File: config.mk
export PLATFORM = sky130hd
export DESIGN_NAME = mul_share_arbiter_flat
export DESIGN_NICKNAME = d
export VERILOG_FILES = /design/src/rtl/mul_share_pkg.sv /design/src/rtl/mul_share_if.sv /design/src/rtl/rr_arbiter.sv /design/src/rtl/mul_share_arbiter.sv /design/src/flat_wrapper.sv
export SDC_FILE = /design/constraint.sdc
export NUM_CORES = 1
export LEC_CHECK = 0
export ABC_CLOCK_PERIOD_IN_PS = 1600
export CORE_AREA = 2 2 150 152
export CTS_BUF_LIST = sky130_fd_sc_hd__clkbuf_4
export DETAILED_ROUTE_END_ITERATION = 16
export DIE_AREA = 0 0 152 154
export PLACE_DENSITY = 0.67
export SYNTH_ARGS = -nofsm -noshare
export SYNTH_HDL_FRONTEND = slang
export SYNTH_SLANG_ARGS = --single-unit
File: constraint.sdc
create_clock -name clk -period 1.6 [get_ports clk]
set_input_delay 0.48 -clock clk [delete_from_list [all_inputs] [get_ports clk]]
set_output_delay 0.48 -clock clk [all_outputs]
set_load 0.02 [all_outputs]
File: src/rtl/mul_share_pkg.sv
// Shared types for the multiplier-sharing arbiter: opcode, FSM states and the held request.
package mul_share_pkg;

    // Encoding mirrors cv32e40p_pkg::mul_opcode_e so the multiplier can be attached directly.
    typedef enum logic [2:0] {
        MUL_MAC32 = 3'b000,
        MUL_MSU32 = 3'b001,
        MUL_I     = 3'b010,
        MUL_IR    = 3'b011,
        MUL_DOT8  = 3'b100,
        MUL_DOT16 = 3'b101,
        MUL_H     = 3'b110
    } mul_opcode_e;

    typedef enum logic [1:0] {
        ST_IDLE = 2'd0,
        ST_BUSY = 2'd1,
        ST_RESP = 2'd2
    } mul_share_state_e;

    typedef struct packed {
        mul_opcode_e opcode;
        logic [1:0]  short_signed;
        logic [31:0] operand_a;
        logic [31:0] operand_b;
        logic [31:0] operand_c;
    } mul_share_req_t;

    function automatic int rr_wrap(input int base, input int offset, input int n);
        return (base + offset) % n;
    endfunction

endpackage

File: src/rtl/mul_share_if.sv
// Request/response channels between the requesters (master) and the arbiter (slave).
interface mul_share_if #(
    parameter int NUM_REQ = 2
);
    logic [NUM_REQ-1:0]                        req_valid_i;
    logic [NUM_REQ-1:0]                        req_ready_o;
    mul_share_pkg::mul_opcode_e [NUM_REQ-1:0]  req_operator_i;
    logic [NUM_REQ-1:0][1:0]                   req_short_signed_i;
    logic [NUM_REQ-1:0][31:0]                  req_operand_a_i;
    logic [NUM_REQ-1:0][31:0]                  req_operand_b_i;
    logic [NUM_REQ-1:0][31:0]                  req_operand_c_i;
    logic [NUM_REQ-1:0]                        rsp_valid_o;
    logic [NUM_REQ-1:0]                        rsp_ready_i;
    logic [31:0]                               rsp_result_o;
    logic                                      rsp_err_o;

    modport slave (
        input  req_valid_i, req_operator_i, req_short_signed_i,
               req_operand_a_i, req_operand_b_i, req_operand_c_i, rsp_ready_i,
        output req_ready_o, rsp_valid_o, rsp_result_o, rsp_err_o
    );

    modport master (
        output req_valid_i, req_operator_i, req_short_signed_i,
               req_operand_a_i, req_operand_b_i, req_operand_c_i, rsp_ready_i,
        input  req_ready_o, rsp_valid_o, rsp_result_o, rsp_err_o
    );
endinterface

File: src/rtl/rr_arbiter.sv
// Combinational round-robin pick: searches upward from last_i+1 with wrap-around.
module rr_arbiter
    import mul_share_pkg::*;
#(
    parameter  int NUM_REQ = 2,
    localparam int IDX_W   = $clog2(NUM_REQ)
) (
    input  logic [NUM_REQ-1:0] req_i,
    input  logic [IDX_W-1:0]   last_i,
    output logic [NUM_REQ-1:0] gnt_o,
    output logic [IDX_W-1:0]   gnt_idx_o,
    output logic               any_o
);

    always_comb begin
        logic [IDX_W-1:0] cand;
        gnt_o     = '0;
        gnt_idx_o = '0;
        any_o     = 1'b0;
        cand      = '0;
        for (int off = 1; off <= NUM_REQ; off++) begin
            cand = IDX_W'(rr_wrap(int'(last_i), off, NUM_REQ));
            if (!any_o && req_i[cand]) begin
                any_o       = 1'b1;
                gnt_o[cand] = 1'b1;
                gnt_idx_o   = cand;
            end
        end
    end

endmodule

File: src/rtl/mul_share_arbiter.sv
// Shares one multiplier between NUM_REQ requesters with round-robin grant and a BUSY watchdog.
//   state   | meaning
//   ST_IDLE | waiting for a request; grants one winner per cycle
//   ST_BUSY | multiplier enabled with held operands until ready or watchdog
//   ST_RESP | result presented to the owner until it accepts
module mul_share_arbiter
    import mul_share_pkg::*;
#(
    parameter  int NUM_REQ         = 2,
    parameter  int MAX_BUSY_CYCLES = 8,
    localparam int IDX_W           = $clog2(NUM_REQ),
    localparam int CNT_W           = $clog2(MAX_BUSY_CYCLES)
) (
    input  logic              clk,
    input  logic              rst,
    mul_share_if.slave        bus,
    output logic              mul_enable_o,
    output mul_opcode_e       mul_operator_o,
    output logic [1:0]        mul_short_signed_o,
    output logic [31:0]       mul_operand_a_o,
    output logic [31:0]       mul_operand_b_o,
    output logic [31:0]       mul_operand_c_o,
    output logic              mul_ex_ready_o,
    input  logic [31:0]       mul_result_i,
    input  logic              mul_ready_i,
    output logic              busy_o,
    output logic [IDX_W-1:0]  grant_id_o
);

    localparam logic [CNT_W-1:0] CNT_LAST = CNT_W'(MAX_BUSY_CYCLES - 1);

    mul_share_state_e   state_q, state_d;
    mul_share_req_t     hold_q, hold_d;
    logic [IDX_W-1:0]   grant_q, grant_d, last_q, last_d;
    logic [CNT_W-1:0]   cnt_q, cnt_d;
    logic [31:0]        res_q, res_d;
    logic               err_q, err_d, flush_q, flush_d;
    logic [NUM_REQ-1:0] win_oh, req_ready, rsp_valid;
    logic [IDX_W-1:0]   win_idx;
    logic               win_any;

    rr_arbiter #(.NUM_REQ(NUM_REQ)) u_rr (
        .req_i     (bus.req_valid_i),
        .last_i    (last_q),
        .gnt_o     (win_oh),
        .gnt_idx_o (win_idx),
        .any_o     (win_any)
    );

    always_ff @(posedge clk) begin
        if (rst) begin
            state_q <= ST_IDLE;
            hold_q  <= '0;
            grant_q <= '0;
            last_q  <= IDX_W'(NUM_REQ - 1);
            cnt_q   <= '0;
            res_q   <= '0;
            err_q   <= 1'b0;
            flush_q <= 1'b0;
        end else begin
            state_q <= state_d;
            hold_q  <= hold_d;
            grant_q <= grant_d;
            last_q  <= last_d;
            cnt_q   <= cnt_d;
            res_q   <= res_d;
            err_q   <= err_d;
            flush_q <= flush_d;
        end
    end

    always_comb begin
        state_d        = state_q;
        hold_d         = hold_q;
        grant_d        = grant_q;
        last_d         = last_q;
        cnt_d          = cnt_q;
        res_d          = res_q;
        err_d          = err_q;
        flush_d        = 1'b0;
        req_ready      = '0;
        rsp_valid      = '0;
        mul_enable_o   = 1'b0;
        // The watchdog flush lands in the first RESP cycle to reset the multiplier's MULH sequencer.
        mul_ex_ready_o = flush_q;
        unique case (state_q)
            ST_IDLE: begin
                if (win_any) begin
                    req_ready           = win_oh;
                    hold_d.opcode       = bus.req_operator_i[win_idx];
                    hold_d.short_signed = bus.req_short_signed_i[win_idx];
                    hold_d.operand_a    = bus.req_operand_a_i[win_idx];
                    hold_d.operand_b    = bus.req_operand_b_i[win_idx];
                    hold_d.operand_c    = bus.req_operand_c_i[win_idx];
                    grant_d             = win_idx;
                    last_d              = win_idx;
                    cnt_d               = '0;
                    state_d             = ST_BUSY;
                end
            end
            ST_BUSY: begin
                mul_enable_o   = 1'b1;
                mul_ex_ready_o = mul_ready_i;
                if (mul_ready_i) begin
                    res_d   = mul_result_i;
                    err_d   = 1'b0;
                    state_d = ST_RESP;
                end else if (cnt_q == CNT_LAST) begin
                    res_d   = '0;
                    err_d   = 1'b1;
                    flush_d = 1'b1;
                    state_d = ST_RESP;
                end else begin
                    cnt_d = cnt_q + CNT_W'(1);
                end
            end
            ST_RESP: begin
                rsp_valid[grant_q] = 1'b1;
                if (bus.rsp_ready_i[grant_q]) begin
                    state_d = ST_IDLE;
                end
            end
            default: state_d = ST_IDLE;
        endcase
        // Synchronous reset still drops strobes combinationally so nothing is handed out mid-reset.
        if (rst) begin
            req_ready      = '0;
            rsp_valid      = '0;
            mul_enable_o   = 1'b0;
            mul_ex_ready_o = 1'b0;
        end
    end

    assign bus.req_ready_o    = req_ready;
    assign bus.rsp_valid_o    = rsp_valid;
    assign bus.rsp_result_o   = res_q;
    assign bus.rsp_err_o      = err_q && (state_q == ST_RESP);
    assign mul_operator_o     = hold_q.opcode;
    assign mul_short_signed_o = hold_q.short_signed;
    assign mul_operand_a_o    = hold_q.operand_a;
    assign mul_operand_b_o    = hold_q.operand_b;
    assign mul_operand_c_o    = hold_q.operand_c;
    assign busy_o             = (state_q != ST_IDLE);
    assign grant_id_o         = grant_q;

endmodule

File: src/flat_wrapper.sv
// flat-port wrapper written by rule: the top's interface ports become plain ports
module mul_share_arbiter_flat import mul_share_pkg::*;
#(
    parameter  int NUM_REQ         = 2,
    parameter  int MAX_BUSY_CYCLES = 8,
    localparam int IDX_W           = $clog2(NUM_REQ),
    localparam int CNT_W           = $clog2(MAX_BUSY_CYCLES)
)
  (clk, rst, mul_enable_o, mul_operator_o, mul_short_signed_o, mul_operand_a_o, mul_operand_b_o, mul_operand_c_o, mul_ex_ready_o, mul_result_i, mul_ready_i, busy_o, grant_id_o, bus_req_valid_i, bus_req_operator_i, bus_req_short_signed_i, bus_req_operand_a_i, bus_req_operand_b_i, bus_req_operand_c_i, bus_rsp_ready_i, bus_req_ready_o, bus_rsp_valid_o, bus_rsp_result_o, bus_rsp_err_o);
  mul_share_if #(.NUM_REQ(NUM_REQ)) bus_i ();
  input  logic clk;
  input  logic rst;
  output logic mul_enable_o;
  output mul_opcode_e mul_operator_o;
  output logic [1:0] mul_short_signed_o;
  output logic [31:0] mul_operand_a_o;
  output logic [31:0] mul_operand_b_o;
  output logic [31:0] mul_operand_c_o;
  output logic mul_ex_ready_o;
  input  logic [31:0] mul_result_i;
  input  logic mul_ready_i;
  output logic busy_o;
  output logic [IDX_W-1:0] grant_id_o;
  input wire logic [$bits(bus_i.req_valid_i)-1:0] bus_req_valid_i;
  input wire logic [$bits(bus_i.req_operator_i)-1:0] bus_req_operator_i;
  input wire logic [$bits(bus_i.req_short_signed_i)-1:0] bus_req_short_signed_i;
  input wire logic [$bits(bus_i.req_operand_a_i)-1:0] bus_req_operand_a_i;
  input wire logic [$bits(bus_i.req_operand_b_i)-1:0] bus_req_operand_b_i;
  input wire logic [$bits(bus_i.req_operand_c_i)-1:0] bus_req_operand_c_i;
  input wire logic [$bits(bus_i.rsp_ready_i)-1:0] bus_rsp_ready_i;
  output wire logic [$bits(bus_i.req_ready_o)-1:0] bus_req_ready_o;
  output wire logic [$bits(bus_i.rsp_valid_o)-1:0] bus_rsp_valid_o;
  output wire logic [$bits(bus_i.rsp_result_o)-1:0] bus_rsp_result_o;
  output wire logic [$bits(bus_i.rsp_err_o)-1:0] bus_rsp_err_o;
  assign bus_i.req_valid_i = bus_req_valid_i;
  assign bus_i.req_operator_i = bus_req_operator_i;
  assign bus_i.req_short_signed_i = bus_req_short_signed_i;
  assign bus_i.req_operand_a_i = bus_req_operand_a_i;
  assign bus_i.req_operand_b_i = bus_req_operand_b_i;
  assign bus_i.req_operand_c_i = bus_req_operand_c_i;
  assign bus_i.rsp_ready_i = bus_rsp_ready_i;
  assign bus_req_ready_o = bus_i.req_ready_o;
  assign bus_rsp_valid_o = bus_i.rsp_valid_o;
  assign bus_rsp_result_o = bus_i.rsp_result_o;
  assign bus_rsp_err_o = bus_i.rsp_err_o;
  mul_share_arbiter #(.NUM_REQ(NUM_REQ), .MAX_BUSY_CYCLES(MAX_BUSY_CYCLES)) u_core (.clk(clk), .rst(rst), .bus(bus_i), .mul_enable_o(mul_enable_o), .mul_operator_o(mul_operator_o), .mul_short_signed_o(mul_short_signed_o), .mul_operand_a_o(mul_operand_a_o), .mul_operand_b_o(mul_operand_b_o), .mul_operand_c_o(mul_operand_c_o), .mul_ex_ready_o(mul_ex_ready_o), .mul_result_i(mul_result_i), .mul_ready_i(mul_ready_i), .busy_o(busy_o), .grant_id_o(grant_id_o));
endmodule
==> metrics.log, run 1 <==
[metrics] Critical R2R Launch: u_core.cnt_q[1]
[metrics] Met1 Wirelength: 10.6 mm
[metrics] pin count of the biggest net entering global routing: 80
[metrics] Cells on Worst Hold Path: 3
[metrics] unrepaired setup endpoints after global routing: yes
[metrics] outcome: finished, violations left
[metrics] Reg2Reg Setup Slack: -130 ps
[metrics] Worst Path Required: 1120 ps
[metrics] Final Cycle Share: 126%
[metrics] distinct cell type count after synthesis: 33
[metrics] path category of the worst min-delay check: in2reg
[metrics] #FFs+latches synth: 142
[metrics] endpoint of the lowest-slack register-to-register path: u_core.cnt_q[0]
[metrics] Chip Width: 152 microns
[metrics] crit path DAT: 1540 ps
[metrics] longest individual stage delay on the worst path: 440 ps
[metrics] Crit path max-delay family: buffers and inverters
[metrics] ratio of cells with drive above 1 in the final layout: 32.1%
[metrics] critical hold path startpoint: rst
[metrics] placeable core region: 21,700 sq um
[metrics] via count: 7,340
[metrics] maximum buffer depth of the clock tree: 2
[metrics] Layout Area Growth over Synthesis: 81.8%
[metrics] Critical Path, Cell by Cell: clkdlybuf4s50_1, nor2b_1, nor4b_2, buf_2
[metrics] area of the mapped netlist: 6130 sq um
[metrics] Final Critical Period: 2020 ps
[metrics] Min Hold Slack: 432 ps
[metrics] measured slew at the worst slew-check pin: 840 ps
[metrics] Mapped Nets: 1,018
[metrics] fin worst setup slack: -423 ps
[metrics] worst slew slack as a fraction of its limit: 44.0%
[metrics] power density normalized to cell area: 889 nW/um^2
[metrics] maximum level of the CTS H-tree: 4
[metrics] cell row count: 54
[metrics] maximum achievable frequency: 494 MHz
[metrics] number of antenna violations at the first check in global routing: 1
[metrics] setup-violating endpoint count in the final report: 105
[metrics] worst hold path endpoint: u_core.cnt_q[0]
[metrics] R2R cell count: 5
[metrics] placer congestion estimate: 0.849
[metrics] WP buf/inv: 2
[metrics] number of port buffers: 382
[metrics] number of standard cells after synthesis: 774
[metrics] violated checks: setup timing
[metrics] Post-Route Setup TNS: -7220 ps
[metrics] aggregate global-route resource usage: 20.8%
[metrics] uppermost signal routing layer after detailed routing: met4
[metrics] CTS tree: built
[metrics] total power of the final layout: 0.00992 W
[metrics] CP endpoint kind: output port
[metrics] wire length on met2: 13.1 mm
[metrics] Fin. Hold Viols: 0
[metrics] Die Outline Area: 23,400 sq um
[metrics] commonest cells after routing, fill and taps aside: sky130_fd_sc_hd__nand2_1, sky130_fd_sc_hd__clkdlybuf4s50_1, sky130_fd_sc_hd__a21oi_1
[metrics] wire length on met3: 1.76 mm
[metrics] post-detailed-route DRC marker count: 0
[metrics] latest clock arrival within the worst-skew pair: 530 ps
[metrics] nets: 1,402
[metrics] initial core utilization: 28.3%
[metrics] post-synthesis sequential area ratio: 46.3%
[metrics] Die Y-Extent: 154 microns
[metrics] dpl hpwl: 17.7 mm
[metrics] worst-path cell with the longest stage delay: sky130_fd_sc_hd__clkdlybuf4s50_1
[metrics] worst-case setup slack after placement: -862 ps
[metrics] kind of critical path: in2out
[metrics] number of buffers created by CTS: 17
[metrics] warning count from the yosys run: 0
[metrics] clock sink count: 142
[metrics] violation count after the first detailed-route iteration: 459
[metrics] clock tree root driver cell: sky130_fd_sc_hd__clkbuf_4
[metrics] ratio of routed vias to standard cells: 5.06
[metrics] total routed wirelength: 26.1 mm
[metrics] via count of the first global-routing pass: 7,021
[metrics] count of pins over their slew limit: 0
[metrics] maximum vdd drop: 0.403 mV
[metrics] kind of start point of the critical path: primary input
[metrics] number of search-and-repair iterations in the first detailed-routing pass: 6
[metrics] total I/O pin count: 383
[metrics] clock transition at the register clock pins on the worst setup and hold paths after CTS: 130 ps
[metrics] leakage power of the design: 4.45 nW
[metrics] average cell area after synthesis: 7.92 sq um
[metrics] DR WL/cell: 18.0 microns
[metrics] wire length of the first global-routing pass: 39.1 mm
[metrics] GR Overflow Total: 0
[metrics] Max Clock Skew: 22.7 ps
[metrics] antenna violation net count after detailed routing: 0
[metrics] Max-Cap Viols: 0
[metrics] largest fanout on the critical path: 3
## report_power, final
group	switching, W	internal (W)
clock	0.00142	0.000783
sequential	0.000233	0.00396
combinational	0.00173	0.00180
total	0.00338	0.00654
## logic make-up (layout without fill, tap and decap cells)
kind of cell               Yosys count  count (layout)  synth area share (%)
other                                0               1                     0
AOI/OAI and AO/OA                  282             282                  29.7
adders and majority gates            3               3                 0.612
DFF                                142             142                  46.3
and+or+nand+nor                    259             259                  16.8
buffers and inverters               87             483                  6.41
muxes                                1               1                 0.184
## worst min-delay path: stages
cell and delay (ps):
sky130_fd_sc_hd__buf_4 160, sky130_fd_sc_hd__buf_4 250, sky130_fd_sc_hd__a21oi_2 40
## worst max-delay path by stage
stage / from / end / slack (ps) / cells past startpoint
after detailed placement: bus_req_valid_i[1] / bus_req_ready_o[0] / -860 / 4
after global routing: u_core.state_q[0] / bus_req_ready_o[0] / -520 / 4
after CTS: u_core.state_q[0] / bus_req_ready_o[0] / -490 / 4
after floorplan: u_core.cnt_q[0] / u_core.cnt_q[0] / -60 / 6
final: bus_req_valid_i[1] / bus_req_ready_o[0] / -420 / 4
after global placement: bus_req_valid_i[1] / bus_req_ready_o[0] / -860 / 4
## registers in the layout (all words and copies together) (netlist names), 2 cells and up
signal                     count
u_core.state_q                 2
u_core.mul_operator_o          3
u_core.cnt_q                   3
u_core.bus.rsp_result_o       32
u_core.mul_short_signed_o      2
u_core.mul_operand_a_o        32
u_core.mul_operand_b_o        32
u_core.mul_operand_c_o        32
## area by class of cell
type                            instances  area (sq um)
Fill cell                            2115         10500
Timing Repair Buffer                  449          4460
Multi-Input combinational cell        545          3090
Sequential cell                       142          2990
Tap cell                              280           350
Clock buffer                           18           135
Clock inverter                         13           116
Inverter                                3          11.3
Antenna cell                            1          2.50
## synthesized netlist by cell type (all sizes together)
master | count | area (sq um)
a21oi | 138 | 694
a311oi | 101 | 885
o211ai | 1 | 7.51
a221o | 1 | 10.0
ha | 3 | 37.5
clkbuf | 36 | 135
nor3b | 1 | 7.51
mux2 | 1 | 11.3
or4b | 1 | 10.0
nor4 | 1 | 6.26
o2111ai | 2 | 17.5
nand2 | 239 | 897
and3b | 1 | 10.0
nor2b | 1 | 6.26
nor2 | 6 | 30.0
a21bo | 1 | 10.0
nand2b | 1 | 6.26
o21bai | 1 | 7.51
or3 | 1 | 6.26
inv | 3 | 11.3
a31oi | 1 | 6.26
nor3 | 2 | 10.0
a21boi | 1 | 7.51
dfxtp | 142 | 2840
o21ai | 35 | 175
buf | 48 | 246
or2 | 2 | 12.5
nor4b | 3 | 26.3
## through the flow
step	area [sq um]	std cells	utilization (%)
floorplan	6250	774	-
global placement	10500	1397	48.6
detailed placement	10500	1397	48.6
CTS	10500	1432	48.2
global route	11200	1451	51.4
finish	11200	1451	51.4
## layer usage
| layer | up-vias | GRT usage [%] |
|---|---|---|
| met3 | 38 | 6.17 |
| met2 | 303 | 35.4 |
| met5 | - | 0 |
| met4 | 0 | 7.97 |
| li1 | 3552 | - |
| met1 | 3447 | 24.6 |
## repair_timing
action	in CTS	in global routing
pin swaps	3	1
gates cloned	1	7
setup endpoints to repair	248	228
buffers inserted	3	11
hold buffers	0	0
resized for setup	700	180
endpoints found under the hold margin	0	0
Power figures use the tool's default switching activity.
==> run 2, diff against run 1 <==
--- a/config.mk
+++ b/config.mk
@@ -6,6 +6,7 @@
 export NUM_CORES = 1
 export LEC_CHECK = 0
 export ABC_CLOCK_PERIOD_IN_PS = 1600
+export CAP_MARGIN = 15
 export CORE_AREA = 2 2 150 152
 export CTS_BUF_LIST = sky130_fd_sc_hd__clkbuf_4
 export DETAILED_ROUTE_END_ITERATION = 16
==> results of run 2 <==
Final layout, timing and power as in run 1 (identical DEF).
